<file path="config.mk">
export PLATFORM = sky130hd
export DESIGN_NAME = ex_operand_stage
export DESIGN_NICKNAME = d
export VERILOG_FILES = /design/src/rtl/ex_operand_stage.sv
export SDC_FILE = /design/constraint.sdc
export NUM_CORES = 1
export LEC_CHECK = 0
export BUFFER_PORTS_ARGS = -buffer_cell sky130_fd_sc_hd__buf_2
export CAP_MARGIN = 20
export CORE_ASPECT_RATIO = 2
export CORE_MARGIN = 1
export CORE_UTILIZATION = 50
export DETAILED_ROUTE_END_ITERATION = 8
export HOLD_SLACK_MARGIN = 0.03
export PLACE_DENSITY = 0.81
export SYNTH_ARGS = -nofsm -noshare
export SYNTH_HDL_FRONTEND = slang
export SYNTH_SLANG_ARGS = --single-unit
</file>
<file path="constraint.sdc">
create_clock -name clk -period 3.1 [get_ports clk]
set_input_delay 0.465 -clock clk [delete_from_list [all_inputs] [get_ports clk]]
set_output_delay 0.465 -clock clk [all_outputs]
set_load 0.05 [all_outputs]
</file>
<file path="src/rtl/ex_operand_stage.sv">
// ID/EX pipeline register with operand forwarding and load-use bubble insertion.
// Drives ALU operands/opcode plus store data and writeback control to the next stage.
module ex_operand_stage #(
  parameter int unsigned n  = 32,
  parameter int unsigned RA = 5
) (
  input  logic          clk,
  input  logic          rst_n,
  input  logic          id_valid,
  output logic          id_ready,
  input  logic [n-1:0]  id_pc,
  input  logic [RA-1:0] id_rs1_addr,
  input  logic [RA-1:0] id_rs2_addr,
  input  logic          id_rs1_used,
  input  logic          id_rs2_used,
  input  logic [n-1:0]  id_rs1_data,
  input  logic [n-1:0]  id_rs2_data,
  input  logic [n-1:0]  id_imm,
  input  logic [3:0]    id_alu_control,
  input  logic          id_alu_src_a,
  input  logic          id_alu_src_b,
  input  logic [RA-1:0] id_rd_addr,
  input  logic          id_reg_write,
  input  logic          id_mem_read,
  input  logic          id_mem_write,
  input  logic          flush,
  input  logic          ext_stall,
  input  logic [RA-1:0] exmem_rd_addr,
  input  logic          exmem_reg_write,
  input  logic [n-1:0]  exmem_result,
  input  logic [RA-1:0] memwb_rd_addr,
  input  logic          memwb_reg_write,
  input  logic [n-1:0]  memwb_result,
  output logic [n-1:0]  alu_a,
  output logic [n-1:0]  alu_b,
  output logic [3:0]    alu_control,
  output logic          ex_valid,
  output logic [n-1:0]  ex_store_data,
  output logic [RA-1:0] ex_rd_addr,
  output logic          ex_reg_write,
  output logic          ex_mem_read,
  output logic          ex_mem_write,
  output logic          load_use_stall
);

  logic          valid_q, valid_d;
  logic [n-1:0]  pc_q, pc_d;
  logic [n-1:0]  imm_q, imm_d;
  logic [n-1:0]  rs1_data_q, rs1_data_d;
  logic [n-1:0]  rs2_data_q, rs2_data_d;
  logic [RA-1:0] rs1_addr_q, rs1_addr_d;
  logic [RA-1:0] rs2_addr_q, rs2_addr_d;
  logic [RA-1:0] rd_addr_q, rd_addr_d;
  logic [3:0]    alu_control_q, alu_control_d;
  logic          src_a_q, src_a_d;
  logic          src_b_q, src_b_d;
  logic          reg_write_q, reg_write_d;
  logic          mem_read_q, mem_read_d;
  logic          mem_write_q, mem_write_d;

  logic [n-1:0]  fwd_rs1, fwd_rs2;
  logic          rs1_hit, rs2_hit;

  // x0 is hard-wired zero, so a write targeting it is never a forwarding source.
  function automatic logic [n-1:0] fwd_sel(
    input logic [RA-1:0] addr,
    input logic [n-1:0]  rf_data,
    input logic          em_we,
    input logic [RA-1:0] em_rd,
    input logic [n-1:0]  em_res,
    input logic          mw_we,
    input logic [RA-1:0] mw_rd,
    input logic [n-1:0]  mw_res
  );
    if (em_we && (em_rd != '0) && (em_rd == addr)) begin
      return em_res;
    end else if (mw_we && (mw_rd != '0) && (mw_rd == addr)) begin
      return mw_res;
    end
    return rf_data;
  endfunction

  always_comb begin
    rs1_hit = id_rs1_used && (id_rs1_addr == rd_addr_q);
    rs2_hit = id_rs2_used && (id_rs2_addr == rd_addr_q);
    load_use_stall = id_valid && valid_q && mem_read_q && (rd_addr_q != '0) &&
                     (rs1_hit || rs2_hit);
    id_ready = !load_use_stall && !ext_stall;
  end

  always_comb begin
    valid_d       = valid_q;
    pc_d          = pc_q;
    imm_d         = imm_q;
    rs1_data_d    = rs1_data_q;
    rs2_data_d    = rs2_data_q;
    rs1_addr_d    = rs1_addr_q;
    rs2_addr_d    = rs2_addr_q;
    rd_addr_d     = rd_addr_q;
    alu_control_d = alu_control_q;
    src_a_d       = src_a_q;
    src_b_d       = src_b_q;
    reg_write_d   = reg_write_q;
    mem_read_d    = mem_read_q;
    mem_write_d   = mem_write_q;
    if (flush || (!ext_stall && load_use_stall)) begin
      valid_d       = 1'b0;
      pc_d          = '0;
      imm_d         = '0;
      rs1_data_d    = '0;
      rs2_data_d    = '0;
      rs1_addr_d    = '0;
      rs2_addr_d    = '0;
      rd_addr_d     = '0;
      alu_control_d = '0;
      src_a_d       = 1'b0;
      src_b_d       = 1'b0;
      reg_write_d   = 1'b0;
      mem_read_d    = 1'b0;
      mem_write_d   = 1'b0;
    end else if (!ext_stall) begin
      valid_d       = id_valid;
      pc_d          = id_pc;
      imm_d         = id_imm;
      rs1_data_d    = id_rs1_data;
      rs2_data_d    = id_rs2_data;
      rs1_addr_d    = id_rs1_addr;
      rs2_addr_d    = id_rs2_addr;
      rd_addr_d     = id_rd_addr;
      src_a_d       = id_alu_src_a;
      src_b_d       = id_alu_src_b;
      // An empty slot behaves as a bubble: no opcode, no side effects.
      alu_control_d = id_valid ? id_alu_control : 4'b0000;
      reg_write_d   = id_valid && id_reg_write;
      mem_read_d    = id_valid && id_mem_read;
      mem_write_d   = id_valid && id_mem_write;
    end
  end

  always_ff @(posedge clk or negedge rst_n) begin
    if (!rst_n) begin
      valid_q       <= 1'b0;
      pc_q          <= '0;
      imm_q         <= '0;
      rs1_data_q    <= '0;
      rs2_data_q    <= '0;
      rs1_addr_q    <= '0;
      rs2_addr_q    <= '0;
      rd_addr_q     <= '0;
      alu_control_q <= '0;
      src_a_q       <= 1'b0;
      src_b_q       <= 1'b0;
      reg_write_q   <= 1'b0;
      mem_read_q    <= 1'b0;
      mem_write_q   <= 1'b0;
    end else begin
      valid_q       <= valid_d;
      pc_q          <= pc_d;
      imm_q         <= imm_d;
      rs1_data_q    <= rs1_data_d;
      rs2_data_q    <= rs2_data_d;
      rs1_addr_q    <= rs1_addr_d;
      rs2_addr_q    <= rs2_addr_d;
      rd_addr_q     <= rd_addr_d;
      alu_control_q <= alu_control_d;
      src_a_q       <= src_a_d;
      src_b_q       <= src_b_d;
      reg_write_q   <= reg_write_d;
      mem_read_q    <= mem_read_d;
      mem_write_q   <= mem_write_d;
    end
  end

  always_comb begin
    fwd_rs1 = fwd_sel(rs1_addr_q, rs1_data_q, exmem_reg_write, exmem_rd_addr, exmem_result,
                      memwb_reg_write, memwb_rd_addr, memwb_result);
    fwd_rs2 = fwd_sel(rs2_addr_q, rs2_data_q, exmem_reg_write, exmem_rd_addr, exmem_result,
                      memwb_reg_write, memwb_rd_addr, memwb_result);
    alu_a         = src_a_q ? pc_q : fwd_rs1;
    alu_b         = src_b_q ? imm_q : fwd_rs2;
    ex_store_data = fwd_rs2;
  end

  assign alu_control  = alu_control_q;
  assign ex_valid     = valid_q;
  assign ex_rd_addr   = rd_addr_q;
  assign ex_reg_write = reg_write_q;
  assign ex_mem_read  = mem_read_q;
  assign ex_mem_write = mem_write_q;

endmodule

</file>
* After elaboration in Yosys (flattened, before gate mapping)
Cells that the tools add are included.
** Storage, ports and cells
- Memory bits (writable) :: 0
- Input port bits :: 235
- Word-level logic and storage cells :: 86
- Memories :: 0
- Register bits after elaboration :: 153
- Bits in latches :: 0
- Memory bits (read-only) :: 0
- Output and inout bits :: 111
** Cells by class
- Shift-type cells :: 0
- Reduce and logical (&&, ||, !) cells :: 24
- Bitwise gates (word level) :: 0
- Equality and inequality tests :: 7
- Multipliers :: 0
- Divide/modulo/power cells :: 0
- Mux-type cells :: 41
- Add/subtract/negate cells :: 0
- $lt $le $gt $ge :: 0
** Operator list (number)
- two-way mux 32 bit :: 16
- equality test 5 bit :: 6
- two-way mux 5 bit :: 6
- logical AND 1 bit :: 17
- two-way mux 1 bit :: 16
- nonzero test 5 bit :: 3
- two-way mux 4 bit :: 3
- logical NOT 1 bit :: 2
- logical OR 1 bit :: 2
- inequality test 2 x 1 -> 1 bit (second input constant) :: 1

* Depth between registers and ports, before layout
- Depth after elaboration :: 7
- Depth in mapped cells :: 9
- Gate-level depth less buffers :: 6

* Worst setup path after synthesis
No wires, ideal clock.
- Path type :: input to output
- Start point :: in exmem_rd_addr[1]
- End point :: out alu_b[10]
- Arrival time :: 2879 ps
- Setup slack :: -244 ps
- Stages on the path :: 6
- Data required time :: 2635 ps
- Path buffers :: 1
- Cells stage by stage :: or4_1 o211ai_2 buf_2 nor3_1 a31oi_1 mux2_2
** On the way
- Word-level cells in the longest chain between the ends :: 6
- Elaborated cells on any way between the ends :: 8
- Classes of those cells :: 1 x eq/ne; 4 x mux; 3 x reduce/logical
** Ends and longest elaborated chain
- from (decl) :: RTL line 28 : input logic [RA-1:0] exmem_rd_addr,
- nonzero test 5 bit :: RTL line 75 : if (em_we && (em_rd != '0) && (em_rd == addr)) begin
- logical AND 1 bit :: RTL line 75
- logical AND 1 bit * :: RTL line 75
- two-way mux 32 bit or two-way mux 1 bit (tied branches) :: RTL line 75
- two-way mux 32 bit * :: RTL line 80 : return rf_data;
- net ex_store_data[10] :: RTL line 38 : output logic [n-1:0] ex_store_data,
- two-way mux 32 bit * :: RTL line 180 : alu_b = src_b_q ? imm_q : fwd_rs2;
- to (decl) :: RTL line 35 : output logic [n-1:0] alu_b,
The timed path passes the listed nets; every way through them passes the cells marked *.

* Final worst setup path
- Start point :: reg rs2_addr_q[2]
- End point :: out alu_b[25]
** On the way
- Word-level cells in the longest chain between the ends :: 6
- Elaborated cells on any way between the ends :: 9
- Classes of those cells :: 2 x eq/ne; 5 x mux; 2 x reduce/logical
** Ends and longest elaborated chain
- from (decl) :: RTL line 52 : logic [RA-1:0] rs2_addr_q, rs2_addr_d;
- from (signal assigned) :: RTL line 163 : rs2_addr_q <= rs2_addr_d;
- equality test 5 bit :: RTL line 77 : end else if (mw_we && (mw_rd != '0) && (mw_rd == addr)) begin
- logical AND 1 bit :: RTL line 77
- two-way mux 1 bit :: RTL line 77
- two-way mux 1 bit :: RTL line 75
- two-way mux 32 bit * :: RTL line 80
- two-way mux 32 bit * :: RTL line 180
Mark *: on every way between the ends. The rest lies on a longest branch, timed or not.

==> out/metrics.yaml <==
status:
  status: "complete, but fails checks"
  violations: "setup timing"
timing:
  slew_headroom: 0.588
  hold_slack_ns: 0.282
  slew_viol_final: 0
  hold_viol_final: 0
  min_period_over_period: 1.05
  maxClockFrequency_mhz: 307
  finalWorstSetupSlack_ns: -0.155
  setup_viol: 23
  tns_ns: -1.01
  rsz0062_at_grt: "true"
  worstMarginPinSlew_ns: 0.618
  fin_skew_ns: 0.00648
  period_needed_ns: 3.25
clock_tree:
  clockBufferDepth: 2
  clock_latency_ns: 0.42
  cts_tree: "done"
  cts_root_buf: "clkbuf_16"
  h-tree-depth: 4
  cts_num_sinks: 153
  clk_pin_slew_worst_paths_ns: 0.06
  numCtsBuffers: 17
power:
  p_total_mw: 5.89
  power.density_nw_per_um2: 474
  leakagePower_nw: 5.41
  ir_drop_uv: 394
floorplanning:
  die_w_microns: 97.5
  ioPinCount: 346
  die_h_microns: 193
  start_util: 0.513
  die-area_sq_um: 18800
  rows: 69
  core_sq_um: 17800
grt:
  grt_max_degree: 108
  overflow: 0
  grt_pass1_wl_microns: 56300
  grt_use_total: 0.403
  grt_pass1_vias: 9840
  antenna_found_initial: 8
worst_setup_path:
  worstRegToRegCells: 7
  start_kind: "flop"
  critical_path_buf_inv_count: 2
  crit_type: "reg2out"
  critical_path.top_delay_family: "simple AND/OR/NAND/NOR gates"
  worst-endpoint-arrival_ns: 2.79
  critPathMaxFanout: 16
  r2r_slack_ns: 0.58
  path_cells: "xor2_1 -> or4b_4 -> buf_12 -> o31ai_4 -> a31oi_2 -> mux2_2 -> buf_4"
  cp.required_ns: 2.63
  cpPeakStageDelay_ns: 0.62
  path_depth: 7
  end_kind: "output pin"
  slowest_stage: "or4b_4"
job:
  maxCapViolations: 0
logic_synthesis:
  netlist_area_sq_um: 9120
  synth_cell_types: 41
  synth_adder_area_share: 0
  syn_inst: 926
  synth_top_area_share: 0.420
  ys_async_sr_fraction: 1.00
  synth_nets: 1161
  ys.flop_type: "dfrtp_1"
  synth_most_common_cell: "dfrtp_1"
  yosys-top-cells-area: "dfrtp_1 42%, a32o_1 12%, nand2_1 4.7%"
  synthMuxAreaShare: 0.0746
  synth-xor-area-share: 0.0288
  synth_edf_count: 0
  yosysSeqAreaShare: 0.420
  syn_avg_cell_area_sq_um: 9.85
  synth_top_family_by_area: "compound AO/OA/AOI/OAI gates"
  synth_common_cells: "153 x dfrtp_1, 115 x nand2_1, 106 x a32o_1"
  ys_seq_elements: 153
  synthSimpleGateAreaFrac: 0.146
  synth_top_area_cell: "dfrtp_1"
  yosysWarningCount: 0
  synth_compound_area_frac: 0.265
routing:
  vias_per_cell: 6.70
  routed-via-count: 9747
  wirelength_microns: 38700
  drc: 0
  routedWlPerCell_microns: 26.6
  final_antenna_net_count: 0
  drt-initial-drc-count: 707
  dr.pass1.iters: 5
cells_and_area:
  nNetsFinal: 1458
  final_area_sq_um: 12400
  area_growth_pct: 36.4
  fill_cells: 1375
  drive_gt1_frac: 0.456
min_path:
  hold_path.class: "in2reg"
  min_path_cells: 2
placed_design:
  hpwl_microns: 27100
  place_area_sq_um: 11300
  routabilityCongestion: 0.938
  port_buffers: 345
sequential cells by signal, indices dropped and copies added, names as in the netlist:
name and flops:
ex_reg_write 1, ex_mem_write 1, ex_valid 1, rs2_addr_q 5, ex_rd_addr 5, alu_control 4
rs1_addr_q 5, imm_q 32, rs2_data_q 32, src_b_q 1, pc_q 32, src_a_q 1
ex_mem_read 1, rs1_data_q 32
cell usage in the layout (no fill, tap or decap), types with 4 or more instances in the layout:
master	Yosys	routed
a21oi_1	19	19
a221oi_2	11	9
a31oi_2	0	32
a32o_1	106	106
buf_12	0	13
buf_2	30	300
buf_4	6	50
buf_6	3	27
clkbuf_16	0	19
dfrtp_1	153	147
dfrtp_2	0	6
diode_2	0	8
inv_1	18	18
mux2_2	32	28
mux2_4	0	4
mux2i_1	32	28
nand2_1	115	115
nand2b_1	19	19
nand3_1	32	32
nor3_1	46	46
nor4_1	34	31
o22ai_1	41	41
o31ai_1	21	19
o31ai_2	30	25
o31ai_4	0	7
o41ai_1	5	5
or3b_1	5	5
xnor2_1	12	9
xor2_1	18	15
cell type report:
type / instances / area (sq um) / share of cell area
sequential: 153 / 3840 / 0.308
antenna: 8 / 20.0 / 0.00161
tap: 213 / 267 / 0.0214
timing repair buffer: 396 / 2550 / 0.205
clock inverter: 7 / 70.1 / 0.00563
inverter: 19 / 71.3 / 0.00573
clock buffer: 23 / 478 / 0.0384
multi-input combinational: 636 / 5150 / 0.414
worst register-to-register path: cells and delay by family (launching register included):
family,cells,cell delay [ns]
and+or+nand+nor,2,0.84
buffers and inverters,2,0.60
AOI/OAI and AO/OA,2,0.28
DFF,1,0.46
xor gates and xnor gates,1,0.20
through the flow:
step	cells	util	setup slack, ns
floorplan	926	-	-0.107
global placement	1404	0.634	0.0780
detailed placement	1405	0.634	0.0447
CTS	1438	0.680	-0.123
global route	1454	0.699	-0.168
finish	1455	0.699	-0.155
power by group:
part	switching, mW	total (mW)	internal [mW]	leakage (nW)
combinational	1.14	1.72	0.585	3.12
clock	0.812	1.97	1.16	0.269
sequential	0.0940	2.20	2.11	2.03
per-layer routing:
layer,part of all wire,vias to the layer above,GRT usage
met4,0.094,0,0.356
li1,-,4183,-
met5,0,-,0
met2,0.51,669,0.709
met3,0.078,163,0.0804
met1,0.31,4732,0.401
final timing paths:
kind | startpoint | end
max | rs2_addr_q[2] | alu_b[25]
max reg2reg | ex_rd_addr[3] | rs2_addr_q[0]
min reg2reg | pc_q[12] | pc_q[12]
min in group asynchronous | rst_n | rs1_data_q[18]
min | id_rs1_data[1] | rs1_data_q[1]
max in group asynchronous | rst_n | src_a_q
cells by family after synthesis:
| kind of cell | count (synthesis) |
|---|---|
| buf+inv | 137 |
| flops | 153 |
| compound gates | 272 |
| xor+xnor | 30 |
| simple gates | 270 |
| mux | 64 |
what timing repair did:
item / CTS / global route
setup buffers: 1 / 7
cloned: 1 / 2
resized for setup: 68 / 53
hold buffers: 1 / 0
endpoints found under the setup margin: 55 / 46
pin swaps: 1 / 12
hold endpoints to repair: 4 / 0
Note: power is estimated with default switching activity, not from simulation.
